File: config.mk
export PLATFORM = sky130hd
export DESIGN_NAME = hazard_stall_ctrl
export DESIGN_NICKNAME = d
export VERILOG_FILES = /design/src/rtl/hazard_stall_ctrl.sv
export SDC_FILE = /design/constraint.sdc
export NUM_CORES = 1
export LEC_CHECK = 0
export ABC_AREA = 1
export CORE_MARGIN = 2
export CORE_UTILIZATION = 55
export CTS_CLUSTER_SIZE = 40
export DETAILED_ROUTE_END_ITERATION = 16
export HOLD_SLACK_MARGIN = 0.03
export PLACE_DENSITY = 0.86
export SLEW_MARGIN = 0
export SYNTH_ARGS = -nofsm -noshare
export SYNTH_HDL_FRONTEND = slang
export SYNTH_SLANG_ARGS = --single-unit
export TNS_END_PERCENT = 20
File: constraint.sdc
create_clock -name I_CLOCK -period 3.5 [get_ports I_CLOCK]
set_input_delay 0.7 -clock I_CLOCK [delete_from_list [all_inputs] [get_ports I_CLOCK]]
set_output_delay 0.7 -clock I_CLOCK [all_outputs]
set_load 0.05 [all_outputs]
File: src/rtl/hazard_stall_ctrl.sv
// hazard_stall_ctrl: scoreboard-based dependency stall and branch
// freeze/flush sequencing for the 5-stage pipeline.
module hazard_stall_ctrl #(
  parameter int NUM_REGS   = 16,
  parameter int IDX_W      = 4,
  parameter int BR_TIMEOUT = 15,
  parameter int CNT_W      = 16
) (
  input  logic                I_CLOCK,
  input  logic                I_LOCK,
  input  logic                I_IssueValid,
  input  logic                I_IssueWritesDest,
  input  logic [IDX_W-1:0]    I_IssueDestIdx,
  input  logic                I_Src1Used,
  input  logic [IDX_W-1:0]    I_Src1Idx,
  input  logic                I_Src2Used,
  input  logic [IDX_W-1:0]    I_Src2Idx,
  input  logic                I_IsBranch,
  input  logic                I_WriteBackEnable,
  input  logic [IDX_W-1:0]    I_WriteBackRegIdx,
  input  logic                I_BranchResolved,
  input  logic                I_BranchTaken,
  output logic                O_DepStall,
  output logic                O_BranchStall,
  output logic                O_Flush,
  output logic                O_Issue,
  output logic [NUM_REGS-1:0] O_PendingMask,
  output logic [CNT_W-1:0]    O_StallCount,
  output logic                O_Error
);

  localparam int TW = $clog2(BR_TIMEOUT + 1);

  typedef enum logic [1:0] {
    IDLE,
    BR_WAIT,
    FLUSH,
    ERROR
  } state_e;

  state_e              state_q, state_d;
  logic [NUM_REGS-1:0] pend_q, pend_d;
  logic [NUM_REGS-1:0] eff;
  logic [TW-1:0]       tmo_q, tmo_d;
  logic [CNT_W-1:0]    cnt_q, cnt_d;
  logic                haz;
  logic                idle;

  assign idle = (state_q == IDLE);

  // Writeback lands in the first half-cycle, so its register is no longer busy
  always_comb begin
    eff = pend_q;
    for (int i = 0; i < NUM_REGS; i++) begin
      if (I_WriteBackEnable && I_WriteBackRegIdx == IDX_W'(i))
        eff[i] = 1'b0;
    end
  end

  // RAW on either source or WAW on the destination; out-of-range never matches
  always_comb begin
    haz = 1'b0;
    for (int i = 0; i < NUM_REGS; i++) begin
      if (eff[i]) begin
        if (I_Src1Used && I_Src1Idx == IDX_W'(i))
          haz = 1'b1;
        if (I_Src2Used && I_Src2Idx == IDX_W'(i))
          haz = 1'b1;
        if (I_IssueWritesDest && I_IssueDestIdx == IDX_W'(i))
          haz = 1'b1;
      end
    end
  end

  assign O_DepStall    = I_LOCK & I_IssueValid & idle & haz;
  assign O_Issue       = I_LOCK & I_IssueValid & idle & ~haz;
  assign O_BranchStall = ~idle;
  assign O_Flush       = (state_q == FLUSH);
  assign O_Error       = (state_q == ERROR);
  assign O_PendingMask = pend_q;
  assign O_StallCount  = cnt_q;

  // Scoreboard next state: clear on writeback, then set on issue so set wins
  always_comb begin
    pend_d = pend_q;
    for (int i = 0; i < NUM_REGS; i++) begin
      if (I_WriteBackEnable && I_WriteBackRegIdx == IDX_W'(i))
        pend_d[i] = 1'b0;
      if (O_Issue && I_IssueWritesDest && I_IssueDestIdx == IDX_W'(i))
        pend_d[i] = 1'b1;
    end
  end

  // Branch sequencer; resolution beats the timeout in the same cycle
  always_comb begin
    state_d = state_q;
    tmo_d   = tmo_q;
    unique case (state_q)
      IDLE: begin
        tmo_d = '0;
        if (O_Issue && I_IsBranch)
          state_d = BR_WAIT;
      end
      BR_WAIT: begin
        if (I_BranchResolved) begin
          state_d = I_BranchTaken ? FLUSH : IDLE;
          tmo_d   = '0;
        end else if (tmo_q == TW'(BR_TIMEOUT)) begin
          state_d = ERROR;
        end else begin
          tmo_d = tmo_q + 1'b1;
        end
      end
      FLUSH: begin
        state_d = IDLE;
      end
      ERROR: begin
        state_d = ERROR;
      end
    endcase
  end

  // Saturating stall-cycle counter for debug display
  always_comb begin
    cnt_d = cnt_q;
    if ((O_DepStall || O_BranchStall) && cnt_q != '1)
      cnt_d = cnt_q + 1'b1;
  end

  // State registers with asynchronous clear
  always_ff @(posedge I_CLOCK or negedge I_LOCK) begin
    if (!I_LOCK) begin
      state_q <= IDLE;
      pend_q  <= '0;
      tmo_q   <= '0;
      cnt_q   <= '0;
    end else begin
      state_q <= state_d;
      pend_q  <= pend_d;
      tmo_q   <= tmo_d;
      cnt_q   <= cnt_d;
    end
  end

endmodule

==> results by group <==
Synthesis
  – Yosys reg bits: 38
  – Syn_nets: 441
  – Mapped cell area: 0.00279 mm2
  – Avg Inst Size Synth: around 6.8 um2
  – Post-Synthesis Cells: roughly 410
  – YS warnings: 0
  – Post-synthesis sequential area ratio: 34.1%
  – Yosys cell types: 32

Route
  – DRT iter0 DRCs: between 300 and 400
  – Routed len/inst: 15.3 um
  – DRT Wirelength: approximately 8400 um
  – Vias per cell: 5.60
  – First-pass DRT Iterations: 5
  – DR vias: 3,065
  – DR DRC count: 0
  – Routed Antenna Nets: 0

GRT
  – First-pass GRT wire length: 13,000 um
  – Largest net degree at the start of global routing: 39
  – Number of global-route vias before repair: 2,808
  – Initial antenna violation count: 0
  – GR Overflow Total: 0
  – Gr usage total: approximately 30%

Floorplanning
  – Total die area: between 0.005 and 0.006 mm2
  – Starting density of the core: between 50 and 60%
  – Chip height: between 70 and 80 um
  – Io pins: 63
  – Chip width: between 70 and 80 um
  – Core area: 0.00482 mm2
  – Row count: 25

Clock network
  – Number of clock sinks: 38
  – CTS root buffer: clkbuf_8
  – TritonCTS clock tree: yes
  – Clk Latency, worst-skew pair: 0.30 ns
  – H-tree levels: 2
  – CTS resizes: 0
  – Hold_buf cts: 0
  – CTS buffer count: 5
  – Setup Fix Bufs, Post-CTS: 0
  – Reg clk slew, reported paths: roughly 0.08 ns
  – Max Root-Sink Buffers: 2

Placed design
  – Post-DP HPWL: between 6000 and 7000 um
  – Placed cells: 539
  – Routability Congestion: ~0.92
  – Port Buffers: 62
  – Placed instance area: 0.00349 mm2

STA
  – Final worst path period share: 95.8%
  – Fmax: roughly 300 MHz
  – Fin. Hold Viols: 0
  – Final Skew: between 0.008 and 0.009 ns
  – Relative slew margins: roughly two thirds
  – Count of final setup violators: 0
  – Slew Limit Fails: 0
  – Fin crit period: 3.35 ns
  – Actual slew at the worst max-slew pin: between 0.5 and 0.6 ns
  – RSZ-0062 raised after global routing: false
  – Setup TNS Final: 0 ns

Worst hold path
  – Tightest Hold Check Type: in -> async

Final layout
  – Post-route design area: 0.00360 mm2
  – Ant diodes: 0
  – Most frequent cells in the layout: 122 x nand2_1, 71 x nand3_1, 59 x clkdlybuf4s50_1
  – Synth-to-Final Area Change: 29.0%
  – Commonest non-fill, non-tap cell in the layout: nand2_1
  – Share of layout cells above drive strength 1: 7.29%
  – Nets: 507
  – Layout Cells excl Fill: 547

Power
  – Comb pwr share: 47.2%
  – Sequential power share: 32.3%
  – Leakage: 1.77 nW
  – Net Sw Power: approximately 0.00082 W
  – Peak supply drop: 0.532 mV
  – Sw Share: between 40% and 50%
  – Internal: 0.00101 W
  – Pwr dens: 508 mW/mm2
  – Clk network pwr share: 20.5%

Worst setup path
  – Critical path launch point type: primary input
  – WP data arrival: around 2.7 ns
  – Crit. End Element: output port
  – CP Max Fanout: 3
  – Setup CP Type: in -> out
  – Critical Path RT: 2.80 ns

Run
  – Max-capacitance violation count: 0

Status
  – Status: complete, no violations
==> power groups by stage <==
stage / Sequential [W] / Combinational [W] / Clock (W)
6_report: 0.000591 / 0.000864 / 0.000375
3_5_place_dp: 0.000597 / 0.000856 / 0
2_1_floorplan: 0.000786 / 0.000388 / 0
5_1_grt: 0.000600 / 0.000929 / 0.000393
4_1_cts: 0.000589 / 0.000864 / 0.000375
3_3_place_gp: 0.000593 / 0.000838 / 0
==> through the flow <==
stage	power, W	util, %	hold slack (ns)	setup WS (ns)
floorplan	0.00117	-	0.404	0.684
global placement	0.00143	72.5	0.489	0.220
detailed placement	0.00145	72.5	0.513	0.191
CTS	0.00183	74.8	0.483	0.191
global route	0.00192	74.8	0.510	0.00844
finish	0.00183	74.8	0.461	0.147
==> worst max-delay path, cell delays in order <==
cell and delay, ns:
clkdlybuf4s50_1 0.49, inv_1 0.07, nor2_1 0.20, inv_1 0.09
nor2_1 0.14, nor2_1 0.07, nand2_1 0.09, nand2_1 0.07
nor2_1 0.09, nand2_1 0.11, nor3_2 0.34, buf_12 0.19
==> layout make-up <==
class	instances	area [um2]
Sequential cell	38	951
Clock buffer	5	68.8
Inverter	51	191
Fill cell	391	1210
Clock inverter	3	40.0
Timing Repair Buffer	66	666
Tap cell	67	83.8
Multi-Input combinational cell	317	1600
==> sequential cells by signal, summed over array words and instances, names as in the netlist <==
name           cells
O_PendingMask     16
tmo_q              4
O_StallCount      16
state_q            2
==> cell families after synthesis <==
group	count (synthesis)	synth area share (%)
buf+inv	58	8.60
xor+xnor	14	4.39
simple gates	260	40.3
fa+ha+maj	2	0.896
flops	38	34.1
compound gates	41	11.7
==> final timing paths <==
| kind | start | to | slack [ns] | depth (start not counted) |
|---|---|---|---|---|
| min reg2reg | tmo_q[0] | tmo_q[0] | 0.53 | 1 |
| max in group asynchronous | I_LOCK | O_StallCount[3] | 2.70 | 2 |
| min in group I_CLOCK | tmo_q[0] | tmo_q[0] | 0.53 | 1 |
| min | I_LOCK | O_PendingMask[11] | 0.46 | 2 |
| max | I_WriteBackRegIdx[2] | O_Issue | 0.15 | 12 |
| max reg2reg | O_StallCount[0] | O_StallCount[12] | 1.22 | 11 |
==> layer usage <==
layer  vias up  track usage [%]  share of wire [%]
met5         -                0                  0
met3        30             5.76                8.4
met2       174             49.6                 47
met1      1403             41.0                 42
li1       1458                -                  -
met4         0             9.94                3.0
==> synth_stat cells <==
master	instances	area [um2]
o31ai_1	1	7.51
o21a_1	5	37.5
buf_6	2	22.5
nor3_2	1	10.0
o21bai_2	10	113
xor2_1	11	96.3
o21bai_1	5	37.5
clkbuf_1	1	3.75
o21ai_2	1	8.76
nand4_2	1	12.5
nand2_2	1	6.26
nand2_4	2	22.5
inv_1	51	191
nor2_1	46	173
a32o_1	1	10.0
nand2_1	122	458
o21ai_0	2	10.0
nor2_2	4	25.0
buf_2	3	15.0
ha_1	2	25.0
nor4_1	1	6.26
dfrtp_1	38	951
o22ai_1	1	6.26
a21oi_1	5	25.0
buf_4	1	7.51
nand4_1	2	12.5
nand3_1	71	355
xnor2_1	3	26.3
a21boi_1	3	22.5
o21ai_1	1	5.00
nor3_1	9	45.0
a21boi_0	6	45.0
(Power assumes the default switching activity.)
==> RTL change: new RTL, same settings <==
Encoding of `state_e`: now Gray code (2 bits for 4 states).
--- a/src/rtl/hazard_stall_ctrl.sv
+++ b/src/rtl/hazard_stall_ctrl.sv
@@ -32,10 +32,10 @@
   localparam int TW = $clog2(BR_TIMEOUT + 1);
 
   typedef enum logic [1:0] {
-    IDLE,
-    BR_WAIT,
-    FLUSH,
-    ERROR
+    IDLE    = 2'b00,
+    BR_WAIT = 2'b01,
+    FLUSH   = 2'b11,
+    ERROR   = 2'b10
   } state_e;
 
   state_e              state_q, state_d;
Behaviour: same outputs for any inputs over 10 cycles, from zero or initial values; not proved beyond that.
==> RTL change against the unedited design <==
- sequential cell count unchanged
- clock power up 21%
- wire length down 1.9%
- non-clock buffer count down 1
- synthesized cell count up 4.4%
- cell area up 0.90%
- synthesized area up 0.45%
- total power up 7.0%
- worst setup slack worse by 0.0093 ns
- critical path type unchanged
==> RTL change: results (changes against the unedited design) <==
| Metric | Value |
|---|---|
| Average cell area after synthesis | 6.51 sq um (-3.7%) |
| Routability-driven placement congestion ratio | 1.14 (+24%) |
| Clock tree skew after final layout | 0.00825 ns (-0.000524 ns) |
| Peak supply drop | 0.476 mV (-10%) |
| First-pass GRT wire length | 13.1 mm (+1.0%) |
| Depth of the worst register-to-register path | 9 (-2) |
| Area contributors post-synth | sky130_fd_sc_hd__dfrtp_1 34%, sky130_fd_sc_hd__nand2_1 17%, sky130_fd_sc_hd__nand3_1 15% |
| Area share of xor/xnor cells in the synthesized design | 4.68% (+0.29 points) |
| Endpoint of the worst-slack reg-to-reg timing path | O_StallCount[9] |
| Number of global-route vias before repair | 2811 (+0.11%) |
| Drt total wl | 8.20 mm (-1.9%) |
| Leakage power figure | 1.86 nW (+5.2%) |
| Longest individual stage delay on the worst path | 0.68 ns (+0.19 ns) |
| HPWL after detailed placement | 6.23 mm (-0.59%) |
| Number of cells in the finished layout apart from fillers | 564 (+3.1%) |
| Commonest cells in the synthesized netlist | 125 x sky130_fd_sc_hd__nand2_1, 85 x sky130_fd_sc_hd__nand3_1, 67 x sky130_fd_sc_hd__inv_1, 41 x sky130_fd_sc_hd__nor2_1, 38 x sky130_fd_sc_hd__dfrtp_1 |
| Placed instance area | 3490 sq um (about the same) |
| First-pass DRT Iterations | 6 (+1) |
| Final net count | 524 (+3.4%) |
| Reg-to-reg setup timing slack | 1.01 ns (-0.21 ns) |
| Post-synthesis net count | 459 (+4.1%) |
| Synthesized-area fraction occupied by adder cells | 0.892% (-0.0040 points) |
| Area fraction in compound gates after synthesis | 6.56% (-5.2 points) |
| Cell family contributing the most delay on the critical path | buffers and inverters |
| Share of post-route cells with drive strength above 1 | 5.63% (-1.7 points) |
| Number of vias in the routed layout | 3104 (+1.3%) |
| Outcome | finished, final reports clean |
| GRT Util Overall | 30.4% (-0.042 points) |
RTL change: changes by cell type in the layout (fill, tap and decap cells not counted), sizes merged, moves of 3 or more:
cell,before,now
o21bai,15,0
o21a,5,1
nand3,71,85
a21boi,9,13
inv,51,67
nand2,125,128
RTL change: through the flow:
stage               util (%)  hold slack [ns]  power [mW]  worst slack, ns
floorplan                  -            0.404        1.21            0.919
detailed placement      72.5            0.493        1.50            0.195
global route            75.5            0.507        2.06           0.0113
CTS                     75.4            0.492        1.95            0.184
global placement        72.5            0.486        1.48            0.219
finish                  75.5            0.472        1.96            0.137
RTL change: power breakdown:
group	leakage, nW	internal [mW]	switching, mW
combinational	1.28	0.284	0.610
clock	0.0683	0.286	0.167
sequential	0.515	0.518	0.0932
RTL change: worst max path at each step:
stage,start,endpoint,slack (ns),depth (start not counted)
finish,I_Src1Used,O_Issue,0.14,13
floorplan,I_IssueWritesDest,O_Issue,0.92,11
global route,I_Src1Used,O_Issue,0.01,13
global placement,I_Src1Used,O_Issue,0.22,13
CTS,I_WriteBackRegIdx[1],O_DepStall,0.18,11
detailed placement,I_Src1Used,O_Issue,0.19,13
RTL change: metal layers:
layer	global-route usage (%)	part of all wire [%]
met1	42.1	42
met2	46.6	45
met3	9.39	12
met4	7.21	1.3
met5	2.78	0
RTL change: cells by family (layout without fill, tap and decap cells):
kind of cell / count (synthesis) / after routing
AO/OA/AOI/OAI: 27 / 27
XOR/XNOR: 15 / 15
adder cells (fa/ha/maj): 2 / 2
buffers and inverters: 74 / 140
flip-flops: 38 / 38
AND/OR/NAND/NOR: 275 / 275
RTL change: layout make-up:
type	instances	area (sq um)
Clock buffer	5	68.8
Multi-Input combinational cell	319	1550
Sequential cell	38	951
Clock inverter	3	68.8
Timing Repair Buffer	65	658
Fill cell	417	1180
Inverter	67	251
Tap cell	67	83.8
